**src/rtl/parking_access_arbiter.sv**
```systemverilog
// rtl/parking_access_arbiter.sv - round-robin arbiter sharing one register manager among parking gates
//
// Ports:
//   clock, reset                 rising-edge clock, asynchronous active-high reset
//   gate_req[NUM_GATES]          per-gate request level, held by the gate until done
//   gate_confirm[NUM_GATES]      per-gate confirm level
//   gate_token[3*NUM_GATES]      per-gate 3-bit user token, gate i on bits [3i+2:3i]
//   car_exit                     one-cycle pulse, a car left the lot
//   mgr_reg_p, mgr_reg_q         classification results from the register manager
//   mgr_request                  session active towards the manager
//   mgr_confirm, mgr_user_token  owner's confirm/token forwarded to the manager
//   grant[NUM_GATES]             one-hot current owner
//   done[NUM_GATES]              one-cycle completion pulse to the owner
//   result_p/q/reject            session outcome, valid while done is nonzero
//   occupancy, full              cars in the lot, occupancy == CAPACITY
module parking_access_arbiter #(
    parameter int NUM_GATES = 4,
    parameter int CAPACITY  = 8,
    parameter int TIMEOUT   = 16
) (
    input  logic                          clock,
    input  logic                          reset,
    input  logic [NUM_GATES-1:0]          gate_req,
    input  logic [NUM_GATES-1:0]          gate_confirm,
    input  logic [3*NUM_GATES-1:0]        gate_token,
    input  logic                          car_exit,
    input  logic                          mgr_reg_p,
    input  logic                          mgr_reg_q,
    output logic                          mgr_request,
    output logic                          mgr_confirm,
    output logic [2:0]                    mgr_user_token,
    output logic [NUM_GATES-1:0]          grant,
    output logic [NUM_GATES-1:0]          done,
    output logic                          result_p,
    output logic                          result_q,
    output logic                          result_reject,
    output logic [$clog2(CAPACITY+1)-1:0] occupancy,
    output logic                          full
);

    localparam int IW = $clog2(NUM_GATES);
    localparam int OW = $clog2(CAPACITY+1);
    localparam int TW = $clog2(TIMEOUT);

    typedef enum logic [1:0] {IDLE, GRANT, WAIT, DONE} state_t;

    state_t        state;
    logic [IW-1:0] rr_ptr;
    logic [IW-1:0] owner;
    logic [IW-1:0] owner_next;
    logic [IW-1:0] pick_idx;
    logic          pick_valid;
    logic [TW-1:0] timer;
    logic          in_session;
    logic          accept;
    logic          leave;

    function automatic logic [IW-1:0] wrap_idx(input logic [IW-1:0] base, input int k);
        int s;
        s = int'(base) + k;
        if (s >= NUM_GATES) s = s - NUM_GATES;
        return IW'(s);
    endfunction

    // Scan downwards so the requester closest to rr_ptr is the last (winning) assignment.
    always_comb begin
        pick_valid = 1'b0;
        pick_idx   = '0;
        for (int k = NUM_GATES-1; k >= 0; k--) begin
            if (gate_req[wrap_idx(rr_ptr, k)]) begin
                pick_valid = 1'b1;
                pick_idx   = wrap_idx(rr_ptr, k);
            end
        end
    end

    assign owner_next  = (owner == IW'(NUM_GATES-1)) ? '0 : owner + 1'b1;
    assign in_session  = (state == GRANT) || (state == WAIT);
    assign mgr_request = in_session;

    // Owner's confirm and token reach the manager without a register stage.
    always_comb begin
        mgr_confirm    = 1'b0;
        mgr_user_token = 3'b000;
        if (in_session) begin
            for (int i = 0; i < NUM_GATES; i++) begin
                if (owner == IW'(i)) begin
                    mgr_confirm    = gate_confirm[i];
                    mgr_user_token = gate_token[3*i +: 3];
                end
            end
        end
    end

    always_ff @(posedge clock or posedge reset) begin
        if (reset) begin
            state         <= IDLE;
            rr_ptr        <= '0;
            owner         <= '0;
            timer         <= '0;
            grant         <= '0;
            done          <= '0;
            result_p      <= 1'b0;
            result_q      <= 1'b0;
            result_reject <= 1'b0;
        end else begin
            case (state)
                IDLE: begin
                    if (pick_valid && !full) begin
                        owner <= pick_idx;
                        grant <= NUM_GATES'(1) << pick_idx;
                        state <= GRANT;
                    end
                end
                GRANT: begin
                    timer <= '0;
                    state <= WAIT;
                end
                WAIT: begin
                    // An abandoned session leaves silently and loses its turn.
                    if (!gate_req[owner]) begin
                        grant  <= '0;
                        rr_ptr <= owner_next;
                        state  <= IDLE;
                    end else if (mgr_reg_p) begin
                        done     <= grant;
                        result_p <= 1'b1;
                        state    <= DONE;
                    end else if (mgr_reg_q) begin
                        done     <= grant;
                        result_q <= 1'b1;
                        state    <= DONE;
                    end else if (timer == TW'(TIMEOUT-1)) begin
                        done          <= grant;
                        result_reject <= 1'b1;
                        state         <= DONE;
                    end else begin
                        timer <= timer + 1'b1;
                    end
                end
                DONE: begin
                    // mgr_request is low here, which returns the manager to its start state.
                    done          <= '0;
                    result_p      <= 1'b0;
                    result_q      <= 1'b0;
                    result_reject <= 1'b0;
                    grant         <= '0;
                    rr_ptr        <= owner_next;
                    state         <= IDLE;
                end
                default: state <= IDLE;
            endcase
        end
    end

    assign accept = (state == DONE) && (result_p || result_q);
    assign leave  = car_exit && (occupancy != '0);
    assign full   = (occupancy == OW'(CAPACITY));

    always_ff @(posedge clock or posedge reset) begin
        if (reset) begin
            occupancy <= '0;
        end else if (accept && !leave) begin
            occupancy <= occupancy + 1'b1;
        end else if (leave && !accept) begin
            occupancy <= occupancy - 1'b1;
        end
    end

endmodule

```
**config.mk**
```make
export PLATFORM = sky130hd
export DESIGN_NAME = parking_access_arbiter
export DESIGN_NICKNAME = d
export VERILOG_FILES = /design/src/rtl/parking_access_arbiter.sv
export SDC_FILE = /design/constraint.sdc
export NUM_CORES = 1
export LEC_CHECK = 0
export CELL_PAD_IN_SITES_DETAIL_PLACEMENT = 1
export CELL_PAD_IN_SITES_GLOBAL_PLACEMENT = 1
export CORE_MARGIN = 3
export CORE_UTILIZATION = 53
export CTS_BUF_LIST = sky130_fd_sc_hd__clkbuf_8
export DETAILED_ROUTE_END_ITERATION = 10
export DONT_BUFFER_PORTS = 1
export PLACE_DENSITY = 0.88
export REMOVE_ABC_BUFFERS = 1
export SLEW_MARGIN = 10
export SYNTH_ARGS = -nofsm -noshare
export SYNTH_HDL_FRONTEND = slang
export SYNTH_SLANG_ARGS = --single-unit
```
**constraint.sdc**
```tcl
create_clock -name clock -period 5.5 [get_ports clock]
set_input_delay 0.55 -clock clock [delete_from_list [all_inputs] [get_ports clock]]
set_output_delay 0.55 -clock clock [all_outputs]
set_load 0.1 [all_outputs]
```
# Word level (Yosys, flattened, before mapping)
# Index checks and enable logic that the tools add are counted.
# Widths: inputs -> output; s select.
dict set report op_classes {
  n_addsub 11
  multipliers 0
  div 0
  n_lt_le_gt_ge 9
  n_eq_ne 19
  n_shift 1
  mux 68
  bitwise 0
  n_reduce_logical 26
}
# op n
set op_table {}
lappend op_table {{$mux 4} 12}
lappend op_table {{$mux 2} 15}
lappend op_table {{$mux 1} 23}
lappend op_table {{$pmux 4 s2} 2}
lappend op_table {{$lt 2x3->1 const B} 5}
lappend op_table {{$mux 3} 5}
lappend op_table {{$ne 2x2->1 const B} 7}
lappend op_table {{$pmux 4 s3} 1}
lappend op_table {{$bmux 1 s2} 5}
lappend op_table {{$reduce_and 5->1} 2}
lappend op_table {{$ge 3x3->1 const B} 3}
lappend op_table {{$reduce_and 3->1} 3}
lappend op_table {{$add 4x1->4 const B} 2}
lappend op_table {{$eq 2x2->1 const B} 4}
lappend op_table {{$eq 4x4->1 const B} 2}
lappend op_table {{$pmux 2 s4} 1}
lappend op_table {{$sub 2x1->2 const B} 4}
lappend op_table {{$add 2x2->3 const B} 2}
lappend op_table {{$pmux 1 s2} 3}
lappend op_table {{$reduce_and 2->1} 3}
lappend op_table {{$reduce_bool 2->1} 3}
lappend op_table {{$logic_and 1x1->1} 5}
lappend op_table {{$ne 5x4->1 const B} 1}
lappend op_table {{$eq 2x1->1 const B} 2}
lappend op_table {{other kinds (14)} 19}
dict set report totals {
  ff_bits 25
  latch_bits 0
  mem_bits_rw 0
  rom_bits 0
  inputBits 25
  output_inout_bits 21
  wordCells 144
  memories 0
}

# Logic depth before layout (Yosys ltp)
dict set report depth {
  depth_word 12
  ltp_mapped 10
  depth_no_buf 9
}

# Worst setup path after synthesis
# No wires, ideal clock.
dict set report synth_timing {
  path_kind {reg-to-output}
  from {reg state[0]}
  to {out mgr_confirm}
  t_arrival_ns 3.666
  slack_ns 1.284
  path_stages_with_launch 4
  path_cell_list {dfrtp_1 -> inv_1 -> ha_1 -> a21boi_0}
}
dict set report synth_between {
  elab_chain_len 3
  elab_cells_between_ends 4
  cone_classes {eq/ne: 2; mux: 1; reduce/logical: 1}
}
# element line_no
set synth_rtl {}
lappend synth_rtl {{start: declaration} 47} ;# state_t state;
lappend synth_rtl {{start signal: assignment} 97} ;# state <= IDLE;
lappend synth_rtl {{start signal: assignment} 112} ;# state <= GRANT;
lappend synth_rtl {{start signal: assignment} 117} ;# state <= WAIT;
lappend synth_rtl {{$eq 2x1->1 / $eq 2x2->1 (equally long branches)} 78} ;# assign in_session = (state == GRANT) || (state == WAIT);
lappend synth_rtl {{$logic_or 1x1->1 *} 78}
lappend synth_rtl {{via mgr_request} 29} ;# output logic mgr_request,
lappend synth_rtl {{$mux 1 *} 85} ;# if (in_session) begin
lappend synth_rtl {{end: declaration} 30} ;# output logic mgr_confirm,
# The timed path passes the listed nets; every way through them passes the cells marked *.

# Worst setup path in the final report
dict set report layout_timing {
  from {reg state[0]}
  to {out mgr_user_token[2]}
}
dict set report layout_between {
  elab_chain_len 3
  elab_cells_between_ends 4
  cone_classes {eq/ne: 2; mux: 1; reduce/logical: 1}
}
# element line_no
set layout_rtl {}
lappend layout_rtl {{$eq 2x1->1 / $eq 2x2->1 (equally long branches)} 78}
lappend layout_rtl {{$logic_or 1x1->1 *} 78}
lappend layout_rtl {{via mgr_request} 29}
lappend layout_rtl {{$mux 3 *} 85}
lappend layout_rtl {{end: declaration} 31} ;# output logic [2:0] mgr_user_token,
# Marks and branches as above.

==> flow_metrics.env <==
export IMPL_outcome="finished, final reports clean"
export IMPL_cts_hold_buffers=0
export IMPL_nets=217
export IMPL_finalWorstSetupSlack_ps=2160
export IMPL_rr_startpoint="occupancy[0]"
export IMPL_initial_core_util_pct=56.1
export IMPL_cts_setup_buffers=0
export IMPL_cts_sinks=25
export IMPL_post_route_min_period_ps=3340
export IMPL_synth_cell_types=43
export IMPL_worst_r2r_setup_slack_ps=2660
export IMPL_cpMaxStageDelayCell="a21boi_2"
export IMPL_startpoint="state[0]"
export IMPL_synth_top_cell_by_area="dfrtp_1"
export IMPL_drive_above_1_share_pct=11.4
export IMPL_utilization_pct=59.9
export IMPL_max_freq_mhz=299
export IMPL_hold_class="in -> async"
export IMPL_worstPathRequired_ps=4950
export IMPL_wirelength_mm=4.07
export IMPL_drt_first_pass_iters=4
export IMPL_grt_max_degree=26
export IMPL_drv_slew=0
export IMPL_relSlewSlack_pct=21.2
export IMPL_row_count=20
export IMPL_routedWlPerCell_um=18.5
export IMPL_clockBufferDepth=2
export IMPL_area_growth_pct=6.73
export IMPL_grt_usage_pct=22.3
export IMPL_hpwl_mm=3.23
export IMPL_cts_resized_gates=0
export IMPL_crit_path_end_kind="output port"
export IMPL_synth_area_per_cell_um2=9.87
export IMPL_reg2reg_depth=8
export IMPL_cpPeakStageDelay_ps=1020
export IMPL_yosysSeqAreaShare_pct=36.2
export IMPL_fp_dieH_um=63.1
export IMPL_max_cap_violations=0
export IMPL_whs_ps=381
export IMPL_reg2reg_to="occupancy[3]"
export IMPL_cts_clk_slew_worst_paths_ps=90
export IMPL_rsz0062_at_grt="no"
export IMPL_place_ws_ps=2450
export IMPL_synth_edf_count=0
export IMPL_async_reset_ff_share_pct=100
export IMPL_synth_area_um2=1730
export IMPL_viasPerCell=6.25
export IMPL_start_kind="flop"
export IMPL_arrival_ps=2790
export IMPL_synth_top_area_share_pct=36.2
export IMPL_die_w_um=63.1
export IMPL_tns_ps=0
export IMPL_synth_area_leaders="dfrtp_1 36%, ha_1 10%, mux2i_1 3.5%, mux2_4 3.5%, inv_1 3.3%"
export IMPL_die_area_um2=3980
export IMPL_path_class="reg -> out"
export IMPL_num_vias=1376
export IMPL_numPortBuffers=0
export IMPL_fin_skew_ps=7.76
export IMPL_antenna_found_initial=0
export IMPL_path_max_fanout=6
export IMPL_netlist_instances=175
export IMPL_yosys_warnings=0
export IMPL_tightest_slew_ps=1180
export IMPL_core_area_um2=3080
export IMPL_final_antenna_net_count=0
export IMPL_synth_seq_cells=25
export IMPL_grt_pass1_vias=1503
export IMPL_drc=0
export IMPL_synth_ff_type="dfrtp_1"
export IMPL_cts_buffers=3
export IMPL_num_antenna_cells=0
export IMPL_pin_count=46
export IMPL_gp_congestion=0.749
export IMPL_clockRootBuffer="clkbuf_8"
export IMPL_finalHoldViolCount=0
export IMPL_post_route_period_util_pct=60.7
export IMPL_path_cells="inv_1 -> ha_1 -> a21boi_2"
export IMPL_clock_tree_htree_level_count=1
export IMPL_setup_viol=0
export IMPL_drtIter0Drc=41
export IMPL_clkLatencyLatePin_ps=270
export IMPL_grt_pass1_wl_mm=7.13
export IMPL_cts_tree="done"
export IMPL_grt_ovfl_total=0
==> worst max-delay path by stage <==
| stage | end | slack [ps] |
|---|---|---|
| 5_1_grt | mgr_confirm | 2060 |
| 2_1_floorplan | mgr_confirm | 1280 |
| 6_report | mgr_user_token[2] | 2160 |
| 4_1_cts | mgr_user_token[2] | 2150 |
| 3_5_place_dp | mgr_user_token[2] | 2450 |
| 3_3_place_gp | mgr_user_token[0] | 2520 |
==> cells in the mapped netlist (6+ instances only) <==
| cell | number |
|---|---|
| inv_1 | 15 |
| o41ai_1 | 6 |
| a21boi_0 | 7 |
| mux2i_1 | 6 |
| nor2b_1 | 7 |
| dfrtp_1 | 25 |
| nor2_1 | 8 |
| ha_1 | 14 |
| o21ai_0 | 9 |
| nand2_1 | 13 |
==> cell type report <==
class	instances	area [um2]
sequential	25	626
inverter	15	56.3
fill	350	1230
tap	44	55.1
clock buffer	3	41.3
multi-input combinational	131	1050
timing repair buffer	1	7.51
clock inverter	1	5.00
==> kinds of logic after synthesis <==
| kind of cell | Yosys count | synth area share [%] |
|---|---|---|
| DFF | 25 | 36.2 |
| muxes | 14 | 10.2 |
| buffers and inverters | 19 | 4.20 |
| AOI/OAI and AO/OA | 51 | 21.9 |
| and+or+nand+nor | 48 | 14.7 |
| adders and majority gates | 15 | 11.3 |
| xor gates and xnor gates | 3 | 1.52 |
==> sequential cells by signal, summed over array words and instances (netlist names) <==
register / cells
grant: 4
occupancy: 4
result_q: 1
result_reject: 1
done: 4
state: 2
timer: 4
result_p: 1
owner: 2
rr_ptr: 2
==> worst max-delay path: cells and delay by family (launching register included) <==
kind | cells | cell delay (ps)
fa+ha+maj | 1 | 930
buf+inv | 1 | 120
compound gates | 1 | 1020
flops | 1 | 450
==> stage by stage <==
stage / std cells / area (um2)
2_1_floorplan: 171 / 1710
3_3_place_gp: 216 / 1800
3_5_place_dp: 216 / 1800
4_1_cts: 220 / 1840
5_1_grt: 220 / 1840
6_report: 220 / 1840
==> cells in the final DEF, fill, tap and decap left out, types with 4 or more instances in the layout <==
cell type,instances
nand2b_1,5
o21ai_0,9
mux2i_1,6
nor2b_1,7
ha_1,14
a221oi_1,4
nand2_1,13
nand3_1,5
a21boi_2,4
nor2_1,8
a211o_1,4
dfrtp_1,25
mux2_4,4
o41ai_1,6
inv_1,15
a21oi_1,5
==> per-layer routing <==
metal	track usage [%]	wire length (um)	up-vias
li1	-	-	643
met1	27.5	1750	692
met2	39.0	2110	39
met3	3.57	189	2
met4	8.26	19	0
met5	0	0	-
Power is left out: the tool's default activity adds up to more than one toggle a clock period on the data nets, which glitch-free logic cannot reach.
